File: config.mk
export PLATFORM = sky130hd
export DESIGN_NAME = roic_reg_sequencer_flat
export DESIGN_NICKNAME = d
export VERILOG_FILES = /design/src/rtl/roic_reg_sequencer_if.sv /design/src/rtl/roic_reg_sequencer.sv /design/src/flat_wrapper.sv
export SDC_FILE = /design/constraint.sdc
export NUM_CORES = 1
export LEC_CHECK = 0
export ABC_AREA = 1
export CAP_MARGIN = 20
export CORE_MARGIN = 3
export CORE_UTILIZATION = 50
export CTS_CLUSTER_SIZE = 25
export DETAILED_ROUTE_END_ITERATION = 16
export HOLD_SLACK_MARGIN = 0.06
export PLACE_DENSITY = 0.75
export SLEW_MARGIN = 20
export SYNTH_ARGS = -nofsm -noshare
export SYNTH_HDL_FRONTEND = slang
export SYNTH_SLANG_ARGS = --single-unit
File: constraint.sdc
create_clock -name clk -period 2.05 [get_ports clk]
set_input_delay 0.205 -clock clk [delete_from_list [all_inputs] [get_ports clk]]
set_output_delay 0.205 -clock clk [all_outputs]
set_load 0.05 [all_outputs]
File: src/rtl/roic_reg_sequencer_if.sv
// Serializer-side bus of the ROIC register sequencer: one register word out,
// chip-select and parallel readback word back.
interface roic_reg_sequencer_if;
  logic [7:0]   spi_address;
  logic [15:0]  spi_data;
  logic         spi_ready;
  logic         spi_sen;
  logic [191:0] spi_sdout_word;

  // Sequencer side: issues words, watches chip select, reads back.
  modport master (
    output spi_address,
    output spi_data,
    output spi_ready,
    input  spi_sen,
    input  spi_sdout_word
  );

  // Serializer side.
  modport slave (
    input  spi_address,
    input  spi_data,
    input  spi_ready,
    output spi_sen,
    output spi_sdout_word
  );
endinterface

File: src/rtl/roic_reg_sequencer.sv
// ROIC register sequencer: replays a host-loaded table of {addr,data} writes
// to the SPI serializer, one word per entry, waiting for each chip-select
// cycle to complete and capturing the readback word it produces.
module roic_reg_sequencer #(
  parameter int DEPTH          = 32,
  parameter int AW             = 5,
  parameter int READY_HIGH_CYC = 4,
  parameter int GAP_CYC        = 16,
  parameter int TIMEOUT_CYC    = 256
) (
  input  logic                  clk,
  input  logic                  reset,
  input  logic                  tbl_we,
  input  logic [AW-1:0]         tbl_waddr,
  input  logic [23:0]           tbl_wdata,
  input  logic [AW:0]           seq_len,
  input  logic                  start,
  input  logic                  abort,
  roic_reg_sequencer_if.master  spi,
  output logic                  busy,
  output logic                  done,
  output logic                  err_timeout,
  output logic [AW-1:0]         cur_idx,
  output logic [191:0]          rb_word,
  output logic                  rb_valid
);

  typedef enum logic [3:0] {
    S_IDLE, S_LOAD, S_PULSE, S_WAIT_SEN_LO, S_WAIT_SEN_HI,
    S_CAPTURE, S_GAP, S_FINISH, S_ERR
  } state_t;

  localparam int CNT_MAX = (GAP_CYC > READY_HIGH_CYC) ? GAP_CYC : READY_HIGH_CYC;
  localparam int CW      = $clog2(CNT_MAX) + 1;
  localparam int TW      = $clog2(TIMEOUT_CYC) + 1;

  localparam logic [CW-1:0] CNT_ONE      = CW'(1);
  localparam logic [CW-1:0] READY_LAST   = CW'(READY_HIGH_CYC - 1);
  localparam logic [CW-1:0] GAP_LAST     = CW'(GAP_CYC - 1);
  // Readback settles onto spi_sdout_word two cycles after SEN returns idle.
  localparam logic [CW-1:0] CAPTURE_LAST = CW'(1);
  localparam logic [TW-1:0] TCNT_ONE     = TW'(1);
  localparam logic [TW-1:0] TIMEOUT_LAST = TW'(TIMEOUT_CYC - 1);
  localparam logic [AW:0]   IDX_ONE      = (AW+1)'(1);
  localparam logic [AW:0]   DEPTH_W      = (AW+1)'(DEPTH);

  state_t        state;
  logic [23:0]   tbl [DEPTH];
  logic [AW:0]   len;
  logic [AW:0]   idx;
  logic [CW-1:0] cnt;
  logic [TW-1:0] tcnt;
  logic          abort_q;
  logic [7:0]    address_q;
  logic [15:0]   data_q;
  logic          ready_q;
  logic          abort_now;

  assign abort_now       = abort | abort_q;
  assign spi.spi_address = address_q;
  assign spi.spi_data    = data_q;
  assign spi.spi_ready   = ready_q;

  // Host table write port, one-cycle latency.
  // NOTE: the table is plain storage with no reset; its contents are simply
  // undefined until the host loads them, which keeps it mappable to RAM.
  always_ff @(posedge clk) begin
    if (tbl_we) tbl[tbl_waddr] <= tbl_wdata;
  end

  // Sequencer FSM with registered outputs.
  // NOTE: every register here is assigned with <= so all state updates see
  // the values from before the edge, regardless of statement order.
  always_ff @(posedge clk) begin
    if (reset) begin
      state       <= S_IDLE;
      len         <= '0;
      idx         <= '0;
      cnt         <= '0;
      tcnt        <= '0;
      abort_q     <= 1'b0;
      address_q   <= '0;
      data_q      <= '0;
      ready_q     <= 1'b0;
      busy        <= 1'b0;
      done        <= 1'b0;
      err_timeout <= 1'b0;
      cur_idx     <= '0;
      rb_word     <= '0;
      rb_valid    <= 1'b0;
    end else begin
      done     <= 1'b0;
      rb_valid <= 1'b0;
      if (abort && state != S_IDLE) abort_q <= 1'b1;

      case (state)
        S_IDLE: begin
          abort_q <= 1'b0;
          if (start && !abort) begin
            len         <= (seq_len > DEPTH_W) ? DEPTH_W : seq_len;
            idx         <= '0;
            err_timeout <= 1'b0;
            busy        <= 1'b1;
            if (seq_len == '0) begin
              done  <= 1'b1;
              state <= S_FINISH;
            end else begin
              state <= S_LOAD;
            end
          end
        end

        S_LOAD: begin
          if (abort_now) begin
            done  <= 1'b1;
            state <= S_FINISH;
          end else begin
            address_q <= tbl[idx[AW-1:0]][23:16];
            data_q    <= tbl[idx[AW-1:0]][15:0];
            cur_idx   <= idx[AW-1:0];
            ready_q   <= 1'b1;
            cnt       <= '0;
            state     <= S_PULSE;
          end
        end

        S_PULSE: begin
          if (abort_now) begin
            ready_q <= 1'b0;
            done    <= 1'b1;
            state   <= S_FINISH;
          end else if (cnt == READY_LAST) begin
            ready_q <= 1'b0;
            tcnt    <= '0;
            state   <= S_WAIT_SEN_LO;
          end else begin
            cnt <= cnt + CNT_ONE;
          end
        end

        S_WAIT_SEN_LO: begin
          if (!spi.spi_sen) begin
            tcnt  <= '0;
            state <= S_WAIT_SEN_HI;
          end else if (tcnt >= TIMEOUT_LAST) begin
            err_timeout <= 1'b1;
            done        <= 1'b1;
            state       <= S_ERR;
          end else if (tcnt != '1) begin
            tcnt <= tcnt + TCNT_ONE;
          end
        end

        S_WAIT_SEN_HI: begin
          if (spi.spi_sen) begin
            cnt   <= '0;
            state <= S_CAPTURE;
          end else if (tcnt >= TIMEOUT_LAST) begin
            err_timeout <= 1'b1;
            done        <= 1'b1;
            state       <= S_ERR;
          end else if (tcnt != '1) begin
            tcnt <= tcnt + TCNT_ONE;
          end
        end

        S_CAPTURE: begin
          if (cnt == CAPTURE_LAST) begin
            rb_word  <= spi.spi_sdout_word;
            rb_valid <= 1'b1;
            cnt      <= '0;
            if (abort_now) begin
              done  <= 1'b1;
              state <= S_FINISH;
            end else begin
              state <= S_GAP;
            end
          end else begin
            cnt <= cnt + CNT_ONE;
          end
        end

        S_GAP: begin
          if (abort_now) begin
            done  <= 1'b1;
            state <= S_FINISH;
          end else if (cnt == GAP_LAST) begin
            if (idx + IDX_ONE == len) begin
              done  <= 1'b1;
              state <= S_FINISH;
            end else begin
              idx   <= idx + IDX_ONE;
              state <= S_LOAD;
            end
          end else begin
            cnt <= cnt + CNT_ONE;
          end
        end

        S_FINISH: begin
          busy    <= 1'b0;
          abort_q <= 1'b0;
          state   <= S_IDLE;
        end

        S_ERR: begin
          busy    <= 1'b0;
          ready_q <= 1'b0;
          abort_q <= 1'b0;
          state   <= S_IDLE;
        end

        default: state <= S_IDLE;
      endcase
    end
  end

endmodule

File: src/flat_wrapper.sv
// flat-port wrapper written by rule: the top's interface ports become plain ports
module roic_reg_sequencer_flat 
#(
  parameter int DEPTH          = 32,
  parameter int AW             = 5,
  parameter int READY_HIGH_CYC = 4,
  parameter int GAP_CYC        = 16,
  parameter int TIMEOUT_CYC    = 256
)
  (clk, reset, tbl_we, tbl_waddr, tbl_wdata, seq_len, start, abort, busy, done, err_timeout, cur_idx, rb_word, rb_valid, spi_spi_address, spi_spi_data, spi_spi_ready, spi_spi_sen, spi_spi_sdout_word);
  roic_reg_sequencer_if spi_i ();
  input  logic clk;
  input  logic reset;
  input  logic tbl_we;
  input  logic [AW-1:0] tbl_waddr;
  input  logic [23:0] tbl_wdata;
  input  logic [AW:0] seq_len;
  input  logic start;
  input  logic abort;
  output logic busy;
  output logic done;
  output logic err_timeout;
  output logic [AW-1:0] cur_idx;
  output logic [191:0] rb_word;
  output logic rb_valid;
  output wire logic [$bits(spi_i.spi_address)-1:0] spi_spi_address;
  output wire logic [$bits(spi_i.spi_data)-1:0] spi_spi_data;
  output wire logic [$bits(spi_i.spi_ready)-1:0] spi_spi_ready;
  input wire logic [$bits(spi_i.spi_sen)-1:0] spi_spi_sen;
  input wire logic [$bits(spi_i.spi_sdout_word)-1:0] spi_spi_sdout_word;
  assign spi_spi_address = spi_i.spi_address;
  assign spi_spi_data = spi_i.spi_data;
  assign spi_spi_ready = spi_i.spi_ready;
  assign spi_i.spi_sen = spi_spi_sen;
  assign spi_i.spi_sdout_word = spi_spi_sdout_word;
  roic_reg_sequencer #(.DEPTH(DEPTH), .AW(AW), .READY_HIGH_CYC(READY_HIGH_CYC), .GAP_CYC(GAP_CYC), .TIMEOUT_CYC(TIMEOUT_CYC)) u_core (.clk(clk), .reset(reset), .tbl_we(tbl_we), .tbl_waddr(tbl_waddr), .tbl_wdata(tbl_wdata), .seq_len(seq_len), .start(start), .abort(abort), .spi(spi_i), .busy(busy), .done(done), .err_timeout(err_timeout), .cur_idx(cur_idx), .rb_word(rb_word), .rb_valid(rb_valid));
endmodule
### Word level (Yosys, flattened, before mapping)

Memory sizes are Yosys's and may differ from the RTL's. A register that Yosys moved wholly into a read port is not among the register bits.
Cells that the tools add are included.

| operators by class | value |
|---|---|
| magnitude comparators | 2 |
| add/sub/neg operators | 3 |
| bitwise operators | 3 |
| reductions and logical operators | 26 |
| eq/ne operators | 28 |
| multiplexer cells | 60 |

Operators by type and width:

| cell | number |
|---|---|
| 2-to-1 mux 9 bit | 6 |
| 2-to-1 mux 4 bit | 9 |
| 2-to-1 mux 5 bit | 7 |
| 2-to-1 mux 6 bit | 5 |
| one-hot mux 4 bit (7 select lines) | 1 |
| one-hot mux 9 bit (3 select lines) | 1 |
| one-hot mux 5 bit (5 select lines) | 1 |
| 2-to-1 mux 1 bit | 22 |
| inequality test 2 bit, second input constant | 9 |
| == test 4 x 3 -> 1 bit, second input constant | 4 |
| one-hot mux 6 bit (2 select lines) | 1 |
| AND reduction 4 bit | 3 |
| adder 9 x 1 -> 9 bit, second input constant | 1 |
| >= comparator 9 x 8 -> 1 bit, second input constant | 1 |
| 2-to-1 mux 3 bit | 3 |
| inequality test 9 bit, second input constant | 1 |
| nonzero test 3 bit | 3 |
| == test 4 x 2 -> 1 bit, second input constant | 2 |
| inequality test 2 x 1 -> 1 bit, second input constant | 4 |
| AND reduction 2 bit | 4 |
| AND reduction 7 bit | 1 |
| adder 6 x 1 -> 6 bit, second input constant | 1 |
| == test 6 bit | 1 |
| > comparator 6 bit, second input constant | 1 |
| 23 further kinds | 30 |

| word-level totals | value |
|---|---|
| input bits | 233 |
| output and inout bits | 226 |
| memory bits (writable) | 768 |
| flip-flop bits (word level) | 233 |
| memories kept | 1 |
| word-level logic and storage cells | 136 |

Memory list:

| name | words | width | rd ports | clocked after memory_dff | write ports | line | text |
|---|---|---|---|---|---|---|---|
| u_core.tbl | 32 | 24 | 1 | 1 | 1 | roic_reg_sequencer.sv:48 | `logic [23:0] tbl [DEPTH];` |

### Longest topological paths before layout

| logic depth | value |
|---|---|
| word-level depth | 6 |
| gate-level depth with buffers | 14 |
| depth with buffers taken out | 13 |

### Worst setup path before layout

OpenSTA, ideal clock, no wires.

| timing | value |
|---|---|
| path kind | input port to flip-flop |
| from | input port tbl_waddr[0] |
| to | memory u_core.tbl[0][0], enable pin |
| library setup time | 0.405 ns |
| required time | 1.645 ns |
| slack | 0.115 ns |
| buffers on the path | 0 |
| cell stages on the path | 3 |
| arrival time | 1.530 ns |
| cells stage by stage | inv_1 -> nand3_1 -> nor2_1 |

RTL lines:

| element | line | text |
|---|---|---|
| start, declared | flat_wrapper.sv:15 | `input logic [AW-1:0] tbl_waddr;` |
| end, declared | roic_reg_sequencer.sv:48 |  |

No word-level cell before the write port.

### Worst setup path after layout

| timing | value |
|---|---|
| from | register u_core.rb_word[151] |
| to | output port rb_word[151] |

RTL lines:

| element | line | text |
|---|---|---|
| start, declared | roic_reg_sequencer.sv:24 | `output logic [191:0] rb_word,` |
| start signal, assigned | roic_reg_sequencer.sv:169 | `rb_word <= spi.spi_sdout_word;` |
| end, declared | flat_wrapper.sv:24 | `output logic [191:0] rb_word;` |

No word-level cell between the ends.

==> run metrics <==
most frequent cells in the layout edfxtp_1 (768), nand2_1 (648), nor2_1 (547); post-synthesis cell count 3478; CP required 1.85 ns; Slew @ Worst Pin a little under 0.7 ns; root buf cell clkbuf_16; sequential share of the synthesized area 71.4%; gpl congestion between 0.8 and 0.9; Avg Cell Area, Syn 11.4 sq um; Pre-antenna DRT Iters 6; crit path time final ~2.0 ns; clk_skew ~0.075 ns; Post-Place Setup Slack around 0.032 ns; Final period util a little over nine tenths; synthesized area between 30000 and 40000 sq um; final wirelength 121000 microns; fin area approximately 51000 sq um; IO Pins about 460; TritonCTS clock tree done; CP Launch Point u_core.rb_word[151]; CP max stage cell clkdlybuf4s50_1; Rows between 100 and 150; H-tree level count 3; critical path depth 1; Reg2Reg Capture Point u_core.spi.spi_data[7]; multi-input logic area 10100 sq um; Slew Limit Fails 0; maximum clock rate 499 MHz; Worst Path Arrival ~1.8 ns; Slew headroom between 50% and 60%; internal reg-to-reg setup slack 0.06 ns; CP max FO 2; Crit path largest cell delay 0.81 ns; MaxCap Viol Count 0; Static Leak 20.3 nW; Final WS setup about 0.045 ns; cells along the critical path clkdlybuf4s50_1; nets 4265; worst skew pair latency 0.68 ns; FILL cells 5766; global-route wire length before repair 175000 microns; status complete, no violations; Worst R2R Start u_core.idx[0]; R2R depth 14; hold_buf cts 0; HP Class in -> reg; end point of the critical path rb_word[151]; Reg area 28200 sq um; number of synthesized register bits about 1000; post-synthesis net count 3716; pwr/cell area 1070 nW/um^2; Die Width roughly 290 microns; post-DR vias/cell 5.75; RSZ-0062 raised after global routing yes; CTS sink cnt between 1000 and 1500; count of input and output buffers between 400 and 500; Critical Path Source Type flop; global router's overall resource usage 28.0%; synth unique cells 43; GR Overflow Total 0; Longest Clk Path Bufs 3; DP Wirelength 75600 microns; Initial Utilization between 50% and 60%; Wirelength per Cell approximately 23 microns; pin count of the biggest net entering global routing 193; Syn. warnings 0; final setup fails 0; Bufs and invs on worst path 1; Detailed Route Iter0 Violations ~3500; worst setup path category reg -> out; synthesis-to-finish area growth 27.9%; most common cell after layout, fill and taps aside edfxtp_1; Area after DPL 46800 sq um; CP top delay family buffers and inverters; Via Count between 20000 and 30000; cts bufs inserted 101; DRC Markers 0; area of the core 77800 sq um; vias in the first global route 28300; chip height 287 microns; Die ar. 82400 sq um; Worst-path clk slew 0.06 ns; initial antenna violation count 4; CP Capture Type output port; peak supply drop 0.911 mV; Final Hold Vio Count 0; total power 54.3 mW; post-route ant nets 0; layout cells sized above 1 11.4%
-- power breakdown --
group          internal (mW)  leakage (nW)  switching, mW
Combinational           4.09          9.60           7.72
Clock                   11.4          1.71           7.95
Sequential              22.8          8.99          0.409
-- registers in the layout (all words and copies together), names as in the netlist --
signal and count:
u_core.spi.spi_data 16, u_core.idx 6, u_core.tbl 768, u_core.rb_word 192, u_core.busy 1, u_core.done 1
u_core.cnt 5, u_core.abort_q 1, u_core.spi.spi_ready 1, u_core.len 6, u_core.cur_idx 5, u_core.spi.spi_address 8
u_core.err_timeout 1, u_core.tcnt 9, u_core.rb_valid 1, u_core.state 4
-- kinds of logic after synthesis --
kind of cell	count (synthesis)	synth area share, %
flops	1025	71.4
simple gates	1548	15.9
xor+xnor	5	0.111
fa+ha+maj	5	0.158
compound gates	587	8.99
buf+inv	308	3.42
-- worst min-delay path: stages --
cell	delay, ns
clkdlybuf4s50_1	0.40
nor2_1	0.10
nor2_1	0.05
-- repair_timing --
item / in CTS / in global routing
endpoints found under the setup margin: 110 / 279
cloned: 0 / 5
endpoints found under the hold margin: 0 / 0
resized for setup: 110 / 77
pin swaps: 0 / 2
setup buffers: 0 / 7
-- cell type report --
class / instances / share of cell area (%)
flip-flops and latches: 1025 / 55.8
multi-input cells: 2145 / 20.0
repair buffers: 664 / 13.9
clock buffers: 125 / 5.38
well taps: 1040 / 2.58
clock inverters: 63 / 1.55
inverters: 90 / 0.716
diodes: 1 / 0.00495
-- stage by stage --
step / util [%] / cells / TNS, ns / hold WS (ns)
after floorplan: - / 3478 / 0 / 0.304
after global placement: 60.1 / 4952 / 0 / 0.434
after detailed placement: 60.1 / 4952 / 0 / 0.440
after CTS: 64.4 / 5140 / 0 / 0.0908
after global routing: 64.9 / 5152 / -0.177 / 0.111
final: 64.9 / 5153 / 0 / 0.121
-- cells in the mapped netlist, drive strengths merged --
cell type,n,share of area [%]
a211oi,5,0.095
a21oi,66,0.85
a221oi,1,0.022
a22oi,1,0.019
and2,1,0.016
buf,141,1.8
clkbuf,77,0.73
clkinv,2,0.019
dfxtp,257,13
edfxtp,768,58
ha,5,0.16
inv,88,0.84
nand2,655,6.3
nand2b,1,0.016
nand3,280,3.6
nand3b,1,0.019
nand4,9,0.14
nor2,586,5.6
nor3,12,0.18
nor3b,1,0.032
nor4,1,0.016
o2111ai,1,0.022
o211ai,41,0.78
o21a,1,0.019
o21ai,317,4.0
o221ai,114,2.5
o22ai,39,0.62
o31ai,1,0.019
or2,1,0.016
xor2,5,0.11
-- routing by layer --
metal  vias up  GRT usage (%)  routed length, microns
met5         -              0                      22
met4         4           12.7                    5710
met3       292           5.50                   12500
met2      1717           44.7                   56900
met1     14200           37.2                   45500
li1      13400              -                       -
-- worst min-delay path by stage --
| stage | start | to | depth (start not counted) |
|---|---|---|---|
| 6_report | spi_spi_sdout_word[107] | u_core.rb_word[107] | 3 |
| 5_1_grt | spi_spi_sdout_word[155] | u_core.rb_word[155] | 3 |
| 4_1_cts | spi_spi_sdout_word[105] | u_core.rb_word[105] | 3 |
| 3_5_place_dp | u_core.tcnt[8] | u_core.tcnt[8] | 2 |
| 3_3_place_gp | u_core.tcnt[4] | u_core.tcnt[4] | 2 |
| 2_1_floorplan | tbl_wdata[0] | u_core.tbl[0][0] | 0 |
(Power assumes the default switching activity.)
